$ cat config.mk
export PLATFORM = sky130hd
export DESIGN_NAME = imm_gen_flat
export DESIGN_NICKNAME = d
export VERILOG_FILES = /design/src/rtl/imm_gen_if.sv /design/src/rtl/imm_gen.sv /design/src/flat_wrapper.sv
export SDC_FILE = /design/constraint.sdc
export NUM_CORES = 1
export LEC_CHECK = 0
export CORE_ASPECT_RATIO = 2
export CORE_MARGIN = 2
export CORE_UTILIZATION = 35
export CTS_BUF_LIST = sky130_fd_sc_hd__clkbuf_16
export CTS_CLUSTER_SIZE = 12
export DETAILED_ROUTE_END_ITERATION = 16
export PLACE_DENSITY = 0.73
export SETUP_SLACK_MARGIN = 0.5
export SLEW_MARGIN = 20
export SYNTH_ARGS = -nofsm -noshare
export SYNTH_HDL_FRONTEND = slang
export SYNTH_SLANG_ARGS = --single-unit
$ cat constraint.sdc
create_clock -name clk -period 1.2 [get_ports clk]
set_clock_uncertainty 0.2 [all_clocks]
set_input_delay 0.12 -clock clk [delete_from_list [all_inputs] [get_ports clk]]
set_output_delay 0.12 -clock clk [all_outputs]
set_load 0.02 [all_outputs]
$ cat src/rtl/imm_gen_if.sv
// imm_gen_if: decode-side bundle for imm_gen; master drives instr/imm_sel/en, slave returns imm_out/sel_err/imm_q/imm_valid
interface imm_gen_if;
  logic [31:0] instr;
  logic [2:0]  imm_sel;
  logic        en;
  logic [31:0] imm_out;
  logic        sel_err;
  logic [31:0] imm_q;
  logic        imm_valid;
  modport master (output instr, imm_sel, en, input imm_out, sel_err, imm_q, imm_valid);
  modport slave  (input instr, imm_sel, en, output imm_out, sel_err, imm_q, imm_valid);
endinterface

$ cat src/rtl/imm_gen.sv
// imm_gen: RV32I I/S/B/U/J immediate extract+sign-extend; ports clk, rst_n (async low), b (imm_gen_if.slave: instr, imm_sel, en -> imm_out, sel_err, imm_q, imm_valid)
module imm_gen (
  input logic       clk,
  input logic       rst_n,
  imm_gen_if.slave  b
);
  logic [31:0] ins, imm, imm_d, imm_q;
  logic        err, valid_d, valid_q;
  logic        unused_opcode;
  assign ins = b.instr;
  assign unused_opcode = ^ins[6:0];
  always_comb begin
    err = b.imm_sel > 3'd4;
    imm = b.imm_sel == 3'd0 ? {{20{ins[31]}}, ins[31:20]} :
          b.imm_sel == 3'd1 ? {{20{ins[31]}}, ins[31:25], ins[11:7]} :
          b.imm_sel == 3'd2 ? {{19{ins[31]}}, ins[31], ins[7], ins[30:25], ins[11:8], 1'b0} :
          b.imm_sel == 3'd3 ? {ins[31:12], 12'b0} :
          b.imm_sel == 3'd4 ? {{11{ins[31]}}, ins[31], ins[19:12], ins[20], ins[30:21], 1'b0} :
                              32'd0;
    imm_d   = b.en ? imm : imm_q;
    valid_d = b.en & ~err;
  end
  always_ff @(posedge clk or negedge rst_n)
    if (!rst_n) begin
      imm_q   <= '0;
      valid_q <= 1'b0;
    end else begin
      imm_q   <= imm_d;
      valid_q <= valid_d;
    end
  assign b.imm_out   = imm;
  assign b.sel_err   = err;
  assign b.imm_q     = imm_q;
  assign b.imm_valid = valid_q;
endmodule

$ cat src/flat_wrapper.sv
// flat-port wrapper written by rule: the top's interface ports become plain ports
module imm_gen_flat 
  (clk, rst_n, b_instr, b_imm_sel, b_en, b_imm_out, b_sel_err, b_imm_q, b_imm_valid);
  imm_gen_if b_i ();
  input logic clk;
  input logic rst_n;
  input wire logic [$bits(b_i.instr)-1:0] b_instr;
  input wire logic [$bits(b_i.imm_sel)-1:0] b_imm_sel;
  input wire logic [$bits(b_i.en)-1:0] b_en;
  output wire logic [$bits(b_i.imm_out)-1:0] b_imm_out;
  output wire logic [$bits(b_i.sel_err)-1:0] b_sel_err;
  output wire logic [$bits(b_i.imm_q)-1:0] b_imm_q;
  output wire logic [$bits(b_i.imm_valid)-1:0] b_imm_valid;
  assign b_i.instr = b_instr;
  assign b_i.imm_sel = b_imm_sel;
  assign b_i.en = b_en;
  assign b_imm_out = b_i.imm_out;
  assign b_sel_err = b_i.sel_err;
  assign b_imm_q = b_i.imm_q;
  assign b_imm_valid = b_i.imm_valid;
  imm_gen u_core (.clk(clk), .rst_n(rst_n), .b(b_i));
endmodule
==> flow_summary.toml <==
[run_status]
status = "finished with violations"
violations = "negative hold slack, negative setup slack"

[route]
route.detailed.drc = 0
vias_per_cell = 5.536
wl_per_cell_um = 22.58
drtPass1Iterations = 4
vias = 2408
ant_nets = 0
wirelength_mm = 9.822
drt-initial-drc-count = 74

[global_route]
track_usage_pct = 28.20
overflow = 0
grt_pass1_vias = 2444
grt_pass1_wl_mm = 12.90
antenna_found_initial = 0
grt_max_degree = 27

[clock_network]
cts.sinks = 33
clk_latency_ns = 0.27
root_buffer = "clkbuf_16"
cts_inserted_buffers = 5
cts_tree = "done"
path_clk_slew_ns = 0.05
htreeDepth = 2
clockBufferDepth = 2

[sta]
tns_ns = -10.46
setup_viol = 51
rsz0062_at_grt = "yes"
tightest_slew_ns = 0.3242
timing.fmax_mhz = 661.4
fin_crit_sh_pct = 126.0
worst_hold_slack_ns = -0.4611
slew_headroom_pct = 78.39
drv_slew = 0
hold_viol = 33
setup_slack_ns = -0.3120
period_needed_ns = 1.512

[floorplanning]
die_area_sq_um = 6022
core_area_sq_um = 5185
die_w_um = 55.89
rows = 37
io_pins = 104
die_h_um = 107.8
initial_utilization_pct = 36.34

[cells_and_area]
layout_commonest_cell = "buf_6"
fin_nets = 414
diodes = 0
final_cell_mix = "buf_6, buf_4, a31oi_4"
layoutNonFillerInstCount = 435
drive_above_1_share_pct = 77.98
final_core_util_pct = 87.86
area_delta_synth_final_pct = 141.8
fin_area_sq_um = 4556

[synthesis]
ys_seq_elements = 33
synth_area_per_cell_sq_um = 9.763
syn_area_sq_um = 1884
syn-num-nets = 231
synth_cell_types = 27
ys_seq_area_share_pct = 43.82
ys_warn_count = 0
syn_inst = 193

[power]
seqPwrFrac_pct = 30.0
ir_worst_vdd_v = 0.001051
netSwitchingPower_w = 0.001499
p_comb_share_pct = 43.0
internal_power_w = 0.002991
clkPwrFrac_pct = 27.0
power.density_nw_per_um2 = 985.6
p_leak_nw = 2.074
p_sw_share_pct = 33.39

[critical_path]
crit_fanout = 6
timing.rr.start = "u_core.b.imm_q[24]$_DFFE_PN0P_"
crit_path_start = "b_imm_sel[1]"
end_kind = "primary output"
worst_ep_arrival_time_ns = 1.19
cp-start-kind = "input pin"
criticalPathCategory = "input pin to primary output"
cp.required_ns = 0.88

[run]
cap_violations = 0

[placed_design]
placed_cell_area_sq_um = 3538
io_buffers = 96
gp_congestion = 0.8402
dp_hpwl_mm = 5.191
dp_cells = 388

[worst_hold_path]
hold_path_class = "input pin to async pin"
worst max-delay path, stage by stage:
cell and delay [ns]:
buf_6 0.10, buf_6 0.12, maj3_2 0.32, buf_4 0.17, and2b_2 0.24, buf_6 0.12
stage by stage:
step,power [W],worst slack [ns]
after global routing,0.004624,-0.3372
after global placement,0.002775,-1.138
after floorplan,0.002055,-0.1309
final,0.004490,-0.3120
after detailed placement,0.002807,-1.192
after CTS,0.004288,-0.2832
routing by layer:
metal / GRT usage [%] / wire length, um
met5: 0 / 0
met4: 14.46 / 509
met3: 4.688 / 402
met2: 53.66 / 5661
met1: 28.72 / 3248
power groups by stage:
stage,sequential (W),combinational [W],clock [W]
floorplan,0.00147,0.000583,0
global placement,0.00132,0.00145,0
detailed placement,0.00133,0.00148,0
CTS,0.00133,0.00174,0.00122
global route,0.00135,0.00200,0.00127
finish,0.00134,0.00193,0.00121
registers in the layout (all words and copies together), names as in the netlist:
signal,count
u_core.b.imm_q,32
u_core.b.imm_valid,1
cells in the mapped netlist, drive strengths merged:
cell type	n	share of area (%)
a31oi	40	20
nand2	35	7.0
dfrtp	33	44
nor2	24	4.8
buf	11	4.4
nor2b	9	3.0
mux2	8	4.8
and2b	5	2.0
clkbuf	5	1.0
o21ai	5	1.3
nand3	4	1.1
inv	3	0.60
and2	2	0.66
nor3b	2	1.7
a41oi	1	0.46
and3b	1	0.46
maj3	1	0.60
mux2i	1	0.53
nand2b	1	0.73
nand3b	1	0.40
nor3	1	0.27
area by class of cell:
class	instances	area (sq um)
clock buffer	5	125.1
sequential	33	854.6
multi-input combinational	141	1518
clock inverter	3	12.51
inverter	3	18.77
timing repair buffer	192	1954
fill	223	629.4
tap	58	72.57
cells by family after synthesis:
group	after synthesis	synth area share, %
compound gates	46	22.24
fa+ha+maj	1	0.5976
buf+inv	19	6.043
flops	33	43.82
mux	9	5.312
simple gates	85	21.98
worst paths after layout:
check,to,slack [ns],cells past startpoint
min reg2reg,u_core.b.imm_q[0]$_DFFE_PN0P_,0.33,1
max reg2reg,u_core.b.imm_q[24]$_DFFE_PN0P_,0.07,3
max,b_imm_out[10],-0.31,6
min,u_core.b.imm_q[26]$_DFFE_PN0P_,-0.46,1
min in group clk,u_core.b.imm_q[21]$_DFFE_PN0P_,0.09,3
max in group asynchronous,u_core.b.imm_q[16]$_DFFE_PN0P_,0.85,2
what timing repair did:
item	CTS	global route
cloned	2	0
setup buffers	20	17
endpoints found under the setup margin	99	99
pin swaps	33	21
gates resized for setup	488	36
hold endpoints to repair	33	33
No activity file was read; power rests on OpenSTA's default activity.
